### src/rtl/pipeline_hazard_ctrl_pkg.sv
// Shared types and constants for the pipeline hazard controller.
package pipeline_hazard_ctrl_pkg;

  localparam int unsigned REG_IDX_W   = 5;
  localparam int unsigned DRAIN_CNT_W = 4;
  localparam int unsigned PERF_CNT_W  = 32;

  localparam logic [REG_IDX_W-1:0] ZERO_REG = '0;

  typedef enum logic [1:0] {
    RUN   = 2'd0,
    DRAIN = 2'd1,
    HALT  = 2'd2
  } hz_state_e;

endpackage

### src/rtl/pipeline_hazard_ctrl_hazard_detect.sv
// Load-use hazard comparison between the load in EX and the instruction in ID.
module hazard_detect
  import pipeline_hazard_ctrl_pkg::*;
(
  input  logic [REG_IDX_W-1:0] ifid_rs,
  input  logic [REG_IDX_W-1:0] ifid_rt,
  input  logic                 ifid_uses_rt,
  input  logic                 idex_memread,
  input  logic [REG_IDX_W-1:0] idex_dest,
  output logic                 load_use_c
);

  // Writes to the zero register never create a dependency.
  assign load_use_c = idex_memread && (idex_dest != ZERO_REG) &&
                      ((idex_dest == ifid_rs) ||
                       (ifid_uses_rt && (idex_dest == ifid_rt)));

endmodule

### src/rtl/pipeline_hazard_ctrl.sv
// Pipeline hazard / program-end controller: stalls, branch flushes, fin drain and halt.
// Optional build macro HAZARD_CTRL_PERF_CNT_EN adds stall_cnt / flush_cnt outputs.
module pipeline_hazard_ctrl
  import pipeline_hazard_ctrl_pkg::*;
#(
  parameter int unsigned DRAIN_CYCLES = 3
) (
  input  logic                 clk,
  input  logic                 rst_n,
  input  logic [REG_IDX_W-1:0] ifid_rs,
  input  logic [REG_IDX_W-1:0] ifid_rt,
  input  logic                 ifid_uses_rt,
  input  logic                 ifid_fin,
  input  logic                 idex_memread,
  input  logic [REG_IDX_W-1:0] idex_dest,
  input  logic                 exmem_branch,
  input  logic                 exmem_zero,
  input  logic                 mem_wait,
  output logic                 pc_write,
  output logic                 ifid_write,
  output logic                 idex_write,
  output logic                 exmem_write,
  output logic                 memwb_write,
  output logic                 pc_src_branch,
  output logic                 ifid_flush,
  output logic                 idex_flush,
  output logic                 exmem_flush,
  output logic                 halted,
  output logic [1:0]           state_dbg
`ifdef HAZARD_CTRL_PERF_CNT_EN
  ,
  output logic [PERF_CNT_W-1:0] stall_cnt,
  output logic [PERF_CNT_W-1:0] flush_cnt
`endif
);

  hz_state_e              state_q, state_d;
  logic [DRAIN_CNT_W-1:0] drain_cnt_q, drain_cnt_d;
  logic                   load_use_c;
  logic                   branch_taken_c;

  hazard_detect u_hazard_detect (
    .ifid_rs      (ifid_rs),
    .ifid_rt      (ifid_rt),
    .ifid_uses_rt (ifid_uses_rt),
    .idex_memread (idex_memread),
    .idex_dest    (idex_dest),
    .load_use_c   (load_use_c)
  );

  // A branch held in EX/MEM during a memory wait is simply applied once the wait ends.
  assign branch_taken_c = exmem_branch && exmem_zero && !mem_wait;
  assign state_dbg      = state_q;

  // State and drain counter registers.
  always_ff @(posedge clk or negedge rst_n) begin
    if (!rst_n) begin
      state_q     <= RUN;
      drain_cnt_q <= '0;
    end else begin
      state_q     <= state_d;
      drain_cnt_q <= drain_cnt_d;
    end
  end

  // Next-state and combinational control outputs, priority mem_wait > branch > load-use > fin.
  always_comb begin
    state_d       = state_q;
    drain_cnt_d   = drain_cnt_q;
    pc_write      = 1'b1;
    ifid_write    = 1'b1;
    idex_write    = 1'b1;
    exmem_write   = 1'b1;
    memwb_write   = 1'b1;
    pc_src_branch = 1'b0;
    ifid_flush    = 1'b0;
    idex_flush    = 1'b0;
    exmem_flush   = 1'b0;
    halted        = 1'b0;

    case (state_q)
      RUN, DRAIN: begin
        if (mem_wait) begin
          pc_write    = 1'b0;
          ifid_write  = 1'b0;
          idex_write  = 1'b0;
          exmem_write = 1'b0;
          memwb_write = 1'b0;
        end else if (branch_taken_c) begin
          // Any fin behind the branch is on the wrong path; resume normal fetch.
          pc_src_branch = 1'b1;
          ifid_flush    = 1'b1;
          idex_flush    = 1'b1;
          exmem_flush   = 1'b1;
          state_d       = RUN;
          drain_cnt_d   = '0;
        end else if (state_q == DRAIN) begin
          pc_write   = 1'b0;
          ifid_write = 1'b0;
          idex_flush = 1'b1;
          if (drain_cnt_q == DRAIN_CNT_W'(DRAIN_CYCLES - 1)) begin
            state_d = HALT;
          end
          drain_cnt_d = drain_cnt_q + DRAIN_CNT_W'(1);
        end else if (load_use_c) begin
          pc_write   = 1'b0;
          ifid_write = 1'b0;
          idex_flush = 1'b1;
        end else if (ifid_fin) begin
          state_d     = DRAIN;
          drain_cnt_d = '0;
        end
      end
      HALT: begin
        pc_write    = 1'b0;
        ifid_write  = 1'b0;
        idex_write  = 1'b0;
        exmem_write = 1'b0;
        memwb_write = 1'b0;
        halted      = 1'b1;
      end
      default: begin
        state_d     = RUN;
        drain_cnt_d = '0;
      end
    endcase
  end

`ifdef HAZARD_CTRL_PERF_CNT_EN
  logic stall_evt_c;
  logic flush_evt_c;

  assign stall_evt_c = (state_q == RUN) && !mem_wait && !branch_taken_c && load_use_c;
  assign flush_evt_c = ((state_q == RUN) || (state_q == DRAIN)) && branch_taken_c;

  // Saturating performance counters.
  always_ff @(posedge clk or negedge rst_n) begin
    if (!rst_n) begin
      stall_cnt <= '0;
      flush_cnt <= '0;
    end else begin
      if (stall_evt_c && (stall_cnt != '1)) stall_cnt <= stall_cnt + PERF_CNT_W'(1);
      if (flush_evt_c && (flush_cnt != '1)) flush_cnt <= flush_cnt + PERF_CNT_W'(1);
    end
  end
`endif

endmodule
### config.mk
export PLATFORM = sky130hd
export DESIGN_NAME = pipeline_hazard_ctrl
export DESIGN_NICKNAME = d
export VERILOG_FILES = /design/src/rtl/pipeline_hazard_ctrl_pkg.sv /design/src/rtl/pipeline_hazard_ctrl_hazard_detect.sv /design/src/rtl/pipeline_hazard_ctrl.sv
export SDC_FILE = /design/constraint.sdc
export NUM_CORES = 1
export LEC_CHECK = 0
export CORE_MARGIN = 1
export CORE_UTILIZATION = 36
export CTS_CLUSTER_SIZE = 30
export DETAILED_ROUTE_END_ITERATION = 10
export HOLD_SLACK_MARGIN = 0.03
export PLACE_DENSITY = 0.77
export SKIP_LAST_GASP = 1
export SLEW_MARGIN = 10
export SYNTH_ARGS = -nofsm -noshare
export SYNTH_HDL_FRONTEND = slang
export SYNTH_SLANG_ARGS = --single-unit
### constraint.sdc
create_clock -name clk -period 1.9 [get_ports clk]
set_input_delay 0.19 -clock clk [delete_from_list [all_inputs] [get_ports clk]]
set_output_delay 0.19 -clock clk [all_outputs]
set_load 0.01 [all_outputs]
After elaboration in Yosys (flattened, before gate mapping)
Cells that the tools add are included.
{"block": "totals", "latch_bits": 0, "register_bits": 6, "n_memories": 0, "ram_bits": 0, "output_inout_bits": 12, "inputBits": 23, "rom_bits": 0}
{"block": "classes", "n_shift": 0, "reduce_logical": 12, "n_bitwise": 1, "n_eq_ne": 9, "muxes": 29, "mul": 0, "n_div": 0, "n_addsub": 1, "n_lt_le_gt_ge": 0}
{"cell": "$mux W4", "n": 5}
{"cell": "$mux W1", "n": 14}
{"cell": "$mux W2", "n": 6}
{"cell": "$ne A4 B4 Y1 const B", "n": 3}
{"cell": "$eq A5 B5 Y1", "n": 2}
{"cell": "$pmux W4 S2", "n": 1}
{"cell": "$logic_and A1 B1 Y1", "n": 5}
{"cell": "$reduce_and A5 Y1", "n": 1}
{"cell": "$reduce_bool A5 Y1", "n": 1}
{"cell": "$add A4 B1 Y4 const B", "n": 1}
{"cell": "$eq A4 B2 Y1 const B", "n": 1}
{"cell": "$pmux W1 S2", "n": 2}
{"cell": "$pmux W2 S2", "n": 1}
{"cell": "$reduce_and A4 Y1", "n": 1}
{"cell": "$eq A2 B1 Y1 const B", "n": 1}
{"cell": "$eq A2 B2 Y1 const B", "n": 1}
{"cell": "$logic_not A2 Y1", "n": 1}
{"cell": "$ne A2 B2 Y1 const B", "n": 1}
{"cell": "$reduce_or A2 Y1", "n": 1}
{"cell": "$logic_not A1 Y1", "n": 1}
{"cell": "$logic_or A1 B1 Y1", "n": 1}
{"cell": "$not A1 Y1", "n": 1}

Logic depth before layout (Yosys ltp)
Gate-level depths: netlist (run 1).
{"block": "logic_depth", "ltp_word": 9, "depth_mapped": 6, "mapped_depth_nobuf": 5}

Hierarchy
A second synthesis (run 1) with hierarchy kept.
{"block": "hier_totals", "cells_unflattened": 72, "area_unflattened_um2": 616.8}
{"module": "pipeline_hazard_ctrl", "instances": 1, "seq_area_each_um2": 150.1, "area_each_um2": 484.2, "cells_per_inst": 55}
{"module": "hazard_detect", "instances": 1, "seq_area_each_um2": 0.0, "area_each_um2": 132.6, "cells_per_inst": 17}

Worst setup path before layout (run 1)
OpenSTA, ideal clock, no wires.
{"block": "synth_path", "path_type": "input to output", "start": "in idex_dest[4]", "end": "out pc_write", "path_buffers": 1, "path_stages": 5, "slack_ps": 141, "arrival_ps": 1569, "path_cell_list": "or4_1 o21ai_2 o21ai_0 o21ai_0 buf_4"}
{"block": "synth_between", "elab_chain_cells": 9}
{"element": "from (decl)", "line_no": "pipeline_hazard_ctrl.sv:15", "text": "input logic [REG_IDX_W-1:0] idex_dest,"}
{"element": "$eq A5 B5 Y1", "line_no": "pipeline_hazard_ctrl_hazard_detect.sv:16", "text": "(ifid_uses_rt && (idex_dest == ifid_rt)));"}
{"element": "$logic_and A1 B1 Y1", "line_no": "pipeline_hazard_ctrl_hazard_detect.sv:16"}
{"element": "$logic_or A1 B1 Y1", "line_no": "pipeline_hazard_ctrl_hazard_detect.sv:15", "text": "((idex_dest == ifid_rs) ||"}
{"element": "$logic_and A1 B1 Y1 (*)", "line_no": "pipeline_hazard_ctrl_hazard_detect.sv:14", "text": "assign load_use_c = idex_memread && (idex_dest != ZERO_REG) &&"}
{"element": "$mux W1 (*) (4 in series)"}
{"element": "$pmux W1 S2 (*)"}
{"element": "to (decl)", "line_no": "pipeline_hazard_ctrl.sv:19", "text": "output logic pc_write,"}
Every way passes the cells marked *; elsewhere a longest branch is shown, timed or not.

Worst setup path after layout (run 1)
{"block": "layout_path", "start": "in idex_dest[0]", "end": "out idex_flush"}
{"block": "layout_between", "elab_chain_cells": 9}
{"element": "$eq A5 B5 Y1", "line_no": "pipeline_hazard_ctrl_hazard_detect.sv:16"}
{"element": "$logic_and A1 B1 Y1", "line_no": "pipeline_hazard_ctrl_hazard_detect.sv:16"}
{"element": "$logic_or A1 B1 Y1", "line_no": "pipeline_hazard_ctrl_hazard_detect.sv:15"}
{"element": "$logic_and A1 B1 Y1 (*)", "line_no": "pipeline_hazard_ctrl_hazard_detect.sv:14"}
{"element": "$mux W1 (*)", "line_no": "pipeline_hazard_ctrl.sv:105", "text": "end else if (load_use_c) begin"}
{"element": "$mux W1 (*)", "line_no": "pipeline_hazard_ctrl.sv:97", "text": "end else if (state_q == DRAIN) begin"}
{"element": "$mux W1 (*)", "line_no": "pipeline_hazard_ctrl.sv:89", "text": "end else if (branch_taken_c) begin"}
{"element": "$mux W1 (*)", "line_no": "pipeline_hazard_ctrl.sv:83", "text": "if (mem_wait) begin"}
{"element": "$mux W1 (*)", "line_no": "pipeline_hazard_ctrl.sv:81", "text": "case (state_q)"}
{"element": "to (decl)", "line_no": "pipeline_hazard_ctrl.sv:26", "text": "output logic idex_flush,"}
Marks and branches as above.

==> results.txt, run 1 <==
- The portion of synthesized area spent on multiplexers is 0%.
- TritonCTS built the clock tree.
- Power spread over the standard cell area amounts to 779.7 nW/um^2.
- Cell internal power was estimated by the tool at 0.4531 mW.
- After synthesis the cells add up to 590.6 sq um.
- Core Region: 1524 sq um
- The largest individual stage delay along the critical path comes from the cell or4_4.
* Starting utilization of the core area: 38.75%
- Worst path top cell family by delay: simple AND/OR/NAND/NOR gates
- The final layout contains routed wiring with a total length of 1.612 mm.
* Peak supply drop: 539.4 uV
* Adder-cell share of the synthesized area: 4.237%
- The share of total power dissipated in combinational logic is 51.5%.
- Setup violators final: 0
- Critical Path AT: 1.64 ns
- Share of layout cells above drive strength 1: 25.23%
- Counting flops and latches in the post-synthesis netlist gives 6.
- For this run, design rule violations remaining after detail routing come to 0.
- Share of synthesized cell area in and, or, nand and nor gates: 20.13%
- Register share of total power: 32.5%
- Setup repair after global routing could not meet its margin everywhere.
* Final Slew Violations: 0
* Crit path cell chain: dlygate4sd2_1 > or4_4 > o21ai_2 > nor2_1 > o31a_1 > buf_2
- The floorplan step defined a die boundary enclosing 1806 sq um.
* Antenna Violating Nets Remaining: 0
- Net switching component of the power: 0.3176 mW
- At the placement stage, the worst setup path has a slack of -0.5403 ns.
- The number of nets handed over by synthesis was 94.
* Total number of yosys warnings: 0
- Switching power as a share of total power: 41.21%
* Via count of the routed design: 649
- Across the run, the number of max-cap violations was 0.
* Maximum clock insertion buffer count: 2
* Max-Slew Margin vs Limit: 69.89%
- EDFF count, synth: 0
- The count of buffers added on input and output ports is 34.
- In this run the number of H-tree levels came out at 1.
- Clock slew seen by the registers of the worst setup and hold paths: 0.05 ns
* Leakage power: 0.4460 nW
- Of the total synthesized cell area, the portion taken by XOR and XNOR cells is 14.83%.
* Category of the worst setup path launch point: input port
- Counting the buffers created by CTS gives 3.
* Setup TNS: 0 ns
- On the worst path, the slowest cell contributes a delay of 0.52 ns.
- The die is 42.50 microns tall.
- In this run the worst hold path is classified as in -> async.
- Wire length of the first global-routing pass: 2.725 mm
- Skew final: 0.001541 ns
- The synthesized netlist devotes 27.12% of its cell area to compound gates.
- After detailed routing, the average wire length per cell comes to 13.11 microns.
* Hpwl dp: 1.273 mm
- Instance count of the mapped netlist: 69
* Growth of design area from synthesis to finish: 67.37%
- The detailed router finished its first iteration with 10 violations.
* Routability congestion estimate: 0.7454
- After synthesis, the mean cell area works out to 8.559 sq um.
- Along the worst path, the maximum fanout reaches 3.
- Post-route insts no fill: 123
- The top cell type by area accounts for 25.42% of the synthesized area.
- 35 I/O pins were placed.
- The number of different library cells used by synthesis comes to 29.
* Sequential element share of the synthesized area: 25.42%
* Largest cells by area after synthesis: dfrtp_1 (25%), xor2_1 (13%), buf_4 (6.4%)
- Critical path start-end classification: in -> out
- # fillers: 142
- 1st-pass router iterations: 4
* Slew at the pin closest to its max-slew limit: 0.4501 ns
- The largest total area in the synthesized netlist belongs to dfrtp_1.
- In this run the core area contains 14 standard-cell rows.
* Number of global-route vias before repair: 644
* Number of placed cells counting well taps: 120
* Total power: 0.7707 mW
- Clk_lat worst skew: 0.25 ns
* All-layer global routing usage: 19.68%
* Final critical-path share of the clock period: 96.46%
- The run finished with clean final reports.
- Required arrival time at the worst endpoint: 1.71 ns
* Remaining global-route overflow: 0
- Top cells by count, synth: nor2_1 (9), xor2_1 (9), dfrtp_1 (6), a21oi_1 (5), buf_4 (5)
* Final hold violation count: 0
- Number of buffer and inverter instances along the worst setup path: 2
- Count of clock tree sinks: 6
- Width of the chip: 42.50 microns
- Static timing analysis puts the maximum clock frequency at 0.5456 GHz.
- Using the TritonRoute via totals, the vias-per-cell ratio works out to 5.276.
- Combinational family with the most area after synthesis: compound AO/OA/AOI/OAI gates
* Final worst-path setup slack: 0.06724 ns
* Final #Nets: 134
- Entering global routing, the biggest net connects 14 pins.
- Most used flip-flop cell after synthesis: dfrtp_1
- The number of antenna violations at the first check in global routing was 0.
* Root Driver: clkbuf_4
- Antenna cell count: 0
- CP endpoint kind: output port
* Final worst path period need: 1.833 ns
- Share of async-settable or async-resettable flops after synthesis: 100.0%
- Clock share of power: 16.0%
-- layout by cell type, fill, tap and decap left out, drive strengths merged, types with 2 or more instances in the layout --
cell type / count
a21o: 2
clkdlybuf4s50: 20
clkbuf: 5
dfrtp: 6
nand2: 3
inv: 2
xor2: 9
ha: 2
nor2: 9
a21oi: 5
clkdlybuf4s15: 2
buf: 10
o21ai: 4
dlygate4sd2: 6
nand3: 2
nor3: 4
-- metrics by stage --
| stage | instance area [sq um] | hold WS, ns | utilization, % |
|---|---|---|---|
| global route | 988.4 | 0.1989 | 64.86 |
| finish | 988.4 | 0.1794 | 64.86 |
| CTS | 975.9 | 0.1814 | 64.04 |
| floorplan | 590.6 | -0.1056 | - |
| detailed placement | 962.2 | 0.4495 | 63.14 |
| global placement | 962.2 | 0.4455 | 63.14 |
-- per-layer routing --
| metal | GRT usage (%) | routed length [microns] | vias up |
|---|---|---|---|
| met5 | 0 | 0 | - |
| met1 | 23.40 | 687 | 293 |
| met4 | 7.500 | 11 | 0 |
| met3 | 6.034 | 119 | 2 |
| li1 | - | - | 326 |
| met2 | 32.92 | 794 | 28 |
-- what timing repair did --
| action | CTS | global route |
|---|---|---|
| setup buffers | 1 | 1 |
| setup endpoints to repair | 11 | 12 |
| cloned | 0 | 0 |
| pin swaps | 7 | 5 |
| gates resized for setup | 25 | 14 |
| hold buffers | 0 | 0 |
-- kinds of logic (layout without fill, tap and decap cells) --
| family | count (synthesis) | in the layout |
|---|---|---|
| compound gates | 20 | 20 |
| xor+xnor | 10 | 10 |
| fa+ha+maj | 2 | 2 |
| buf+inv | 8 | 46 |
| flops | 6 | 6 |
| simple gates | 23 | 23 |
-- power by group through the flow --
stage | logic, mW | registers (mW) | clock network [mW]
global route | 0.438 | 0.264 | 0.132
detailed placement | 0.415 | 0.245 | 0
floorplan | 0.246 | 0.220 | 0
finish | 0.397 | 0.251 | 0.123
CTS | 0.390 | 0.246 | 0.126
global placement | 0.408 | 0.243 | 0
-- worst paths after layout --
path	from	cells past startpoint	end	slack, ns
worst max-delay path	idex_dest[0]	6	idex_flush	0.07
worst min-delay path	rst_n	1	drain_cnt_q[0]$_DFFE_PN0P_	0.18
worst max register to register	state_dbg[1]$_DFFE_PN0P_	5	drain_cnt_q[2]$_DFFE_PN0P_	0.33
worst min register to register	drain_cnt_q[3]$_DFFE_PN0P_	1	drain_cnt_q[3]$_DFFE_PN0P_	0.55
max in group asynchronous	rst_n	1	state_dbg[0]$_DFFE_PN0P_	1.49
min in group clk	drain_cnt_q[3]$_DFFE_PN0P_	1	drain_cnt_q[3]$_DFFE_PN0P_	0.55
-- flip-flops by register name, indices dropped and copies added (netlist names) --
name,flops
state_dbg,2
drain_cnt_q,4
-- cell type report --
class	count	area, sq um	share of cell area (%)
inverter	2	7.507	0.7595
multi-input combinational	55	424.2	42.91
sequential	6	151.4	15.32
tap	16	20.02	2.025
clock buffer	3	22.52	2.278
timing repair buffer	41	362.8	36.71
(Power assumes the default switching activity.)
==> inputs of run 2 (changes only) <==
- HOLD_SLACK_MARGIN: 0.03 -> 0.08
==> results of run 2 <==
The final DEF is identical to that of run 1; final timing and power are the same.
